===== config.mk =====
export PLATFORM = sky130hd
export DESIGN_NAME = hazard_unit
export DESIGN_NICKNAME = d
export VERILOG_FILES = /design/src/rtl/hazard_pkg.sv /design/src/rtl/hazard_unit_fwd_sel.sv /design/src/rtl/hazard_unit.sv
export SDC_FILE = /design/constraint.sdc
export NUM_CORES = 1
export LEC_CHECK = 0
export BUFFER_PORTS_ARGS = -buffer_cell sky130_fd_sc_hd__buf_4
export CAP_MARGIN = 20
export CORE_UTILIZATION = 43
export DETAILED_ROUTE_END_ITERATION = 10
export GPL_TIMING_DRIVEN = 0
export PLACE_DENSITY = 0.76
export SLEW_MARGIN = 20
export SYNTH_ARGS = -nofsm -noshare
export SYNTH_HDL_FRONTEND = slang
export SYNTH_SLANG_ARGS = --single-unit
export TNS_END_PERCENT = 100

===== constraint.sdc =====
create_clock -name clk -period 2 [get_ports clk]
set_input_delay 0.2 -clock clk [delete_from_list [all_inputs] [get_ports clk]]
set_output_delay 0.2 -clock clk [all_outputs]
set_load 0.005 [all_outputs]

===== src/rtl/hazard_pkg.sv =====
// Shared types for the hazard controller: forwarding selects and divider FSM states.
package hazard_pkg;

    typedef enum logic [1:0] {
        FWD_RF = 2'd0,
        FWD_W  = 2'd1,
        FWD_M  = 2'd2
    } fwd_sel_t;

    typedef enum logic {
        IDLE     = 1'b0,
        DIV_BUSY = 1'b1
    } div_state_t;

endpackage : hazard_pkg


===== src/rtl/hazard_unit_fwd_sel.sv =====
// Operand-forwarding select for one execute-stage source register.
// Memory stage wins over writeback; register x0 never forwards.
module fwd_sel
    import hazard_pkg::*;
#(
    parameter int REG_AW = 5
) (
    input  logic [REG_AW-1:0] rs_e,
    input  logic [REG_AW-1:0] rd_m,
    input  logic [REG_AW-1:0] rd_w,
    input  logic              reg_write_m,
    input  logic              reg_write_w,
    output fwd_sel_t          sel
);

    logic hit_m_s;
    logic hit_w_s;

    assign hit_m_s = reg_write_m && (rd_m != {REG_AW{1'b0}}) && (rd_m == rs_e);
    assign hit_w_s = reg_write_w && (rd_w != {REG_AW{1'b0}}) && (rd_w == rs_e);

    // Priority select between the M and W bypass paths.
    always_comb begin
        sel = FWD_RF;
        if (hit_m_s) begin
            sel = FWD_M;
        end else if (hit_w_s) begin
            sel = FWD_W;
        end else begin
            sel = FWD_RF;
        end
    end

endmodule : fwd_sel


===== src/rtl/hazard_unit.sv =====
// Pipeline hazard controller: forwarding selects, load-use/branch/divider
// stall and flush generation, divider-busy FSM and a saturating stall counter.
module hazard_unit
    import hazard_pkg::*;
#(
    parameter int REG_AW = 5,
    parameter int CNT_W  = 32
) (
    input  logic              clk,
    input  logic              rst,
    input  logic [REG_AW-1:0] rs1_d,
    input  logic [REG_AW-1:0] rs2_d,
    input  logic [REG_AW-1:0] rs1_e,
    input  logic [REG_AW-1:0] rs2_e,
    input  logic [REG_AW-1:0] rd_e,
    input  logic [REG_AW-1:0] rd_m,
    input  logic [REG_AW-1:0] rd_w,
    input  logic              reg_write_m,
    input  logic              reg_write_w,
    input  logic              mem_read_e,
    input  logic              pc_src_e,
    input  logic              div_en_e,
    input  logic              div_done_e,
    output logic [1:0]        fwd_rs1,
    output logic [1:0]        fwd_rs2,
    output logic              stall_f,
    output logic              stall_d,
    output logic              stall_e,
    output logic              flush_d,
    output logic              flush_e,
    output logic              flush_m,
    output logic              div_busy,
    output logic [CNT_W-1:0]  stall_cnt
);

    fwd_sel_t   fwd_rs1_s;
    fwd_sel_t   fwd_rs2_s;
    div_state_t state_q;
    div_state_t state_d;
    logic [CNT_W-1:0] stall_cnt_q;
    logic [CNT_W-1:0] stall_cnt_d;
    logic       lu_s;
    logic       lu_eff_s;
    logic       dstall_s;

    fwd_sel #(.REG_AW(REG_AW)) u_fwd_rs1 (
        .rs_e        (rs1_e),
        .rd_m        (rd_m),
        .rd_w        (rd_w),
        .reg_write_m (reg_write_m),
        .reg_write_w (reg_write_w),
        .sel         (fwd_rs1_s)
    );

    fwd_sel #(.REG_AW(REG_AW)) u_fwd_rs2 (
        .rs_e        (rs2_e),
        .rd_m        (rd_m),
        .rd_w        (rd_w),
        .reg_write_m (reg_write_m),
        .reg_write_w (reg_write_w),
        .sel         (fwd_rs2_s)
    );

    assign fwd_rs1 = fwd_rs1_s;
    assign fwd_rs2 = fwd_rs2_s;

    assign lu_s = mem_read_e && (rd_e != {REG_AW{1'b0}})
                  && ((rd_e == rs1_d) || (rd_e == rs2_d));

    // Divider FSM state register.
    always_ff @(posedge clk) begin
        if (rst) begin
            state_q <= IDLE;
        end else begin
            state_q <= state_d;
        end
    end

    // Divider FSM next-state logic.
    always_comb begin
        state_d = state_q;
        case (state_q)
            IDLE: begin
                if (div_en_e && !div_done_e) begin
                    state_d = DIV_BUSY;
                end else begin
                    state_d = IDLE;
                end
            end
            DIV_BUSY: begin
                if (div_done_e) begin
                    state_d = IDLE;
                end else begin
                    state_d = DIV_BUSY;
                end
            end
            default: state_d = IDLE;
        endcase
    end

    // Hazard outputs; a divider stall outranks branch flushes so the divide is never killed.
    always_comb begin
        dstall_s = 1'b0;
        lu_eff_s = 1'b0;
        stall_f  = 1'b0;
        stall_d  = 1'b0;
        stall_e  = 1'b0;
        flush_d  = 1'b0;
        flush_e  = 1'b0;
        flush_m  = 1'b0;
        div_busy = 1'b0;
        case (state_q)
            IDLE: begin
                dstall_s = div_en_e && !div_done_e;
                div_busy = 1'b0;
            end
            DIV_BUSY: begin
                dstall_s = !div_done_e;
                div_busy = 1'b1;
            end
            default: begin
                dstall_s = 1'b0;
                div_busy = 1'b0;
            end
        endcase
        if (rst) begin
            dstall_s = 1'b0;
        end else begin
            lu_eff_s = lu_s && !pc_src_e && !dstall_s;
            stall_f  = dstall_s || lu_eff_s;
            stall_d  = dstall_s || lu_eff_s;
            stall_e  = dstall_s;
            flush_m  = dstall_s;
            flush_d  = !dstall_s && pc_src_e;
            flush_e  = !dstall_s && (pc_src_e || lu_eff_s);
        end
    end

    // Saturating stall-cycle counter next value.
    always_comb begin
        stall_cnt_d = stall_cnt_q;
        if (stall_f && (stall_cnt_q != {CNT_W{1'b1}})) begin
            stall_cnt_d = stall_cnt_q + {{(CNT_W-1){1'b0}}, 1'b1};
        end else begin
            stall_cnt_d = stall_cnt_q;
        end
    end

    // Stall-cycle counter register.
    always_ff @(posedge clk) begin
        if (rst) begin
            stall_cnt_q <= {CNT_W{1'b0}};
        end else begin
            stall_cnt_q <= stall_cnt_d;
        end
    end

    assign stall_cnt = stall_cnt_q;

endmodule : hazard_unit


* Word-level counts from Yosys, hierarchy flattened
Index checks and enable logic that the tools add are counted.
** Cells by class
- Add/sub/neg operators :: 1
- Eq/ne operators :: 7
- Mux-type cells :: 13
- Bitwise operators :: 1
- Reductions and logical operators :: 23
** Operators with widths (number)
- $add 32x1->32 const B :: 1
- $ne 32x32->1 const B :: 1
- $eq 5x5->1 :: 6
- $reduce_bool 5->1 :: 3
- $logic_and 1x1->1 :: 14
- $mux 1 :: 8
- $pmux 1 s2 :: 3
- $mux 2 :: 2
- $logic_not 1->1 :: 3
- $logic_or 1x1->1 :: 3
- $not 1->1 :: 1
** Word-level totals
- Flip-flop bits (word level) :: 33
- Bits of input ports :: 43
- Output and inout bits :: 43
- Logic and storage cells :: 47

* Longest topological paths before layout
- Word-level depth :: 8
- Gate-level depth with buffers :: 9
- Depth with buffers taken out :: 8

* Cells and area by module
Synthesis repeated with hierarchy kept, for this count alone.
** Second synthesis, totals
- Cell total of the unflattened synthesis :: 259
- Area total of the unflattened synthesis :: 2135.8 um^2
** Modules (own cells, without submodules)
- hazard_unit :: instances 1, cells an instance 217, area an instance 1818.0 um^2, seq. area each 660.6 um^2
- fwd_sel :: instances 2, cells an instance 21, area an instance 158.9 um^2, seq. area each 0.0 um^2

* Least setup slack after synthesis
OpenSTA, ideal clock, no wires.
- Path type :: flip-flop to flip-flop
- Start :: reg stall_cnt_q[0] (netlist: stall_cnt[0])
- End :: reg stall_cnt_q[3] (netlist: stall_cnt[3])
- Library setup time :: 128 ps
- Arrival :: 2020 ps
- Required time :: 1872 ps
- Slack :: -148 ps
- Cell stages (with the launch flop) :: 10
- Buffers on the path :: 2
- Clock period less this slack :: 2148 ps
- Cells stage by stage :: dfxtp_1 -> ha_1 -> nand4_1 -> nor4_1 -> nand2_1 -> buf_2 -> buf_2 -> nand3_1 -> xor2_1 -> nor2_1
** On the way
- Word-level cells in the longest chain between the ends :: 2
- Elaborated cells between the ends (all ways) :: 3
- Classes of those cells :: add/sub (1); eq/ne (1); reduce/logical (1)
** Ends and longest elaborated chain
- start, declared :: RTL line hazard_unit.sv:40 : logic [CNT_W-1:0] stall_cnt_q;
- start signal, assigned :: RTL line hazard_unit.sv:152 : stall_cnt_q <= {CNT_W{1'b0}};
- start signal, assigned :: RTL line hazard_unit.sv:154 : stall_cnt_q <= stall_cnt_d;
- parallel branches: the longest is 2 deep, another holds $add 32x1->32
Parallel ways; which one is timed is not known.
A chain may end at the register's enable or synchronous reset.

* Worst setup path after layout
- Start :: reg stall_cnt_q[21] (netlist: stall_cnt[21])
- End :: reg stall_cnt_q[4] (netlist: stall_cnt[4])
** On the way
- Word-level cells in the longest chain between the ends :: 2
** Ends and longest elaborated chain
- $ne 32x32->1 :: RTL line hazard_unit.sv:142 : if (stall_f && (stall_cnt_q != {CNT_W{1'b1}})) begin
- $logic_and 1x1->1 :: RTL line hazard_unit.sv:142
Every way passes these cells.

==> flow_metrics.tcl <==
set metrics [dict create \
    post-route-drc-count 8 \
    synth-warning-count 0 \
    post-route-min-period_ps 2030 \
    fin_util 0.736 \
    syn-num-nets 298 \
    die_area_mm2 0.00501 \
    die_w_um 70.8 \
    avgViaCountPerCell 5.45 \
    synth_top_area_share 0.325 \
    clock-sinks 33 \
    clock_latency_ps 290 \
    start_kind "flip-flop" \
    synth-xor-area-share 0.232 \
    critical_path_class "flip-flop to flip-flop" \
    globalplace.congestion 0.844 \
    antenna_found_initial 0 \
    dr_wl_met2_um 3530 \
    power.total_mw 1.37 \
    slew_headroom 0.628 \
    core_area_mm2 0.00444 \
    worst_slew_pin_slew_ps 557 \
    crit_required_ps 2170 \
    ant_nets 0 \
    synth_top_family_by_area "simple AND/OR/NAND/NOR gates" \
    fillers 344 \
    grt.overflow.total 0 \
    nNetsFinal 418 \
    diodes 0 \
    max-cap-violations 0 \
    rsz0062_at_grt "yes" \
    synth_edf_count 0 \
    clockRootBuffer "clkbuf_8" \
    synth-simple-area-share 0.332 \
    port_buffers 84 \
    violations "DRC, setup timing" \
    grt_pass1_wl_um 9490 \
    via_count 2328 \
    fmax_mhz 493 \
    cp_data_arrival_time_ps 2190 \
    hold_viol_final 0 \
    place_area_mm2 0.00275 \
    rows 24 \
    ys_ff_latch 33 \
    cts_buffers 5 \
    synthMuxAreaShare 0 \
    syn_to_final_growth_pct 60.7 \
    wl_per_cell_um 15.4 \
    yosysMostFrequentCell "xor2_1" \
    finClkSkew_ps 6.09 \
    final_area_mm2 0.00327 \
    p_leak_nw 1.38 \
    netlist_instances 254 \
    multi_input_area_mm2 0.00143 \
    m1WireLength_um 2600 \
    path_clk_slew_ps 70 \
    hold_buffers 0 \
    synth_area_leader_cell "dfxtp_1" \
    drt-pass1-iter-count 7 \
    synthTopCellsByCount "47 x xor2_1, 41 x nor2_1, 33 x dfxtp_1" \
    grt_pass1_vias 2148 \
    drive_above_1_share 0.475 \
    synth.cell_area_mm2 0.00204 \
    fin_ws_ps -26.7 \
    routed_wl_um 6580 \
    topRoutingLayerUsed "met4" \
    worstSetupEndpointType "flip-flop" \
    cts_tree "built" \
    drv_slew 0 \
    irDropWorstVdd_uv 445 \
    synth_seq_area_share 0.325 \
    h-tree-depth 2 \
    synthArstFlopShare 0 \
    fin_crit_sh 1.01 \
    synth_compound_area_frac 0.0682 \
    status "complete, but fails checks" \
    synth.avg_cell_area_um2 8.01 \
    wl_met3_um 382 \
    crit_fanout 6 \
    drt-initial-drc-count 153 \
    synthAdderAreaFrac 0.00615 \
    io_pins 86 \
    synth_ff_type "dfxtp_1" \
    initial_utilization 0.458 \
    grt_max_degree 12 \
    dp_hpwl_um 4270 \
    ff_latch_area_um2 706 \
    cts_buffer_depth 2 \
    setup_viol 3 \
    min_path_type "input pin to flip-flop" \
    tns_ps -37.0 \
    synth_cell_types 30 \
    synth_area_leaders "dfxtp_1 32%, xor2_1 20%, nor2_1 7.6%" \
    p_per_area_mw_per_mm2 419 \
    grt_use_total 0.235 \
    die_height_um 70.8 \
]
[cells by family (layout without fill, tap and decap cells)]
| logic type | after synthesis | after routing |
|---|---|---|
| buf+inv | 15 | 136 |
| xor+xnor | 54 | 54 |
| compound gates | 21 | 21 |
| fa+ha+maj | 1 | 1 |
| flops | 33 | 33 |
| simple gates | 130 | 130 |
[registers in the layout, summed over array words and instances, names as in the netlist]
name	count
stall_cnt	32
state_q	1
[path summary, 6_finish.rpt]
check	cells past startpoint	slack, ps	end	from
max reg2reg	9	-30	stall_cnt[4]	stall_cnt[21]
min	2	90	state_q	div_done_e
max	9	-30	stall_cnt[4]	stall_cnt[21]
min reg2reg	2	480	stall_cnt[1]	stall_cnt[1]
[critical path, cell delays in order, from the launching register on]
cell	delay (ps)
dfxtp_4	350
nand4_1	160
or4_1	560
nor2_2	130
nand2_2	80
buf_6	140
buf_6	120
nand4_1	110
xor2_1	200
nor2_1	50
[final cells by class]
type	count	share of cell area
multi-input combinational	206	0.437
clock inverter	3	0.00535
buffer	13	0.0291
timing repair buffer	113	0.269
tap	52	0.0199
clock buffer	5	0.0210
inverter	2	0.00229
sequential	33	0.216
[metrics by stage]
| step | hold WS [ps] | setup slack [ps] | std cells |
|---|---|---|---|
| after floorplan | 279 | 1.95 | 254 |
| after global placement | 387 | -478 | 390 |
| after detailed placement | 391 | -549 | 390 |
| after CTS | 87.6 | 14.9 | 412 |
| after global routing | 87.3 | -116 | 427 |
| final | 89.6 | -26.7 | 427 |
[per-layer routing]
layer  global-route usage  up-vias
met3               0.0427        9
met5                    0        -
met4               0.0733        0
met2                0.428       94
met1                0.279     1090
li1                     -     1135
[timing repair]
action,4_1_cts,5_1_grt
gates resized for setup,27,38
setup buffers,14,16
cloned,0,1
endpoints found under the setup margin,33,27
pin swaps,10,27
[report_power, final]
part,internal [mW],switching [mW]
combinational,0.119,0.106
sequential,0.652,0.00297
clock,0.240,0.253
[layout by cell type, fill, tap and decap left out, types with 3 or more instances in the layout]
| cell | count |
|---|---|
| buf_4 | 113 |
| xor2_1 | 47 |
| nor2_1 | 38 |
| dfxtp_2 | 18 |
| nand3_1 | 17 |
| nand4_1 | 13 |
| nand3_2 | 10 |
| dfxtp_1 | 9 |
| a21oi_1 | 8 |
| nand2_1 | 8 |
| or4_1 | 7 |
| o21ai_0 | 7 |
| xnor2_1 | 7 |
| buf_6 | 6 |
| and3_1 | 6 |
| dfxtp_4 | 6 |
| or3_1 | 5 |
| clkbuf_8 | 5 |
| nor4_1 | 4 |
| clkbuf_1 | 4 |
| nor3_1 | 3 |
| and2_1 | 3 |
| nor2_2 | 3 |
Note: power is estimated with default switching activity, not from simulation.
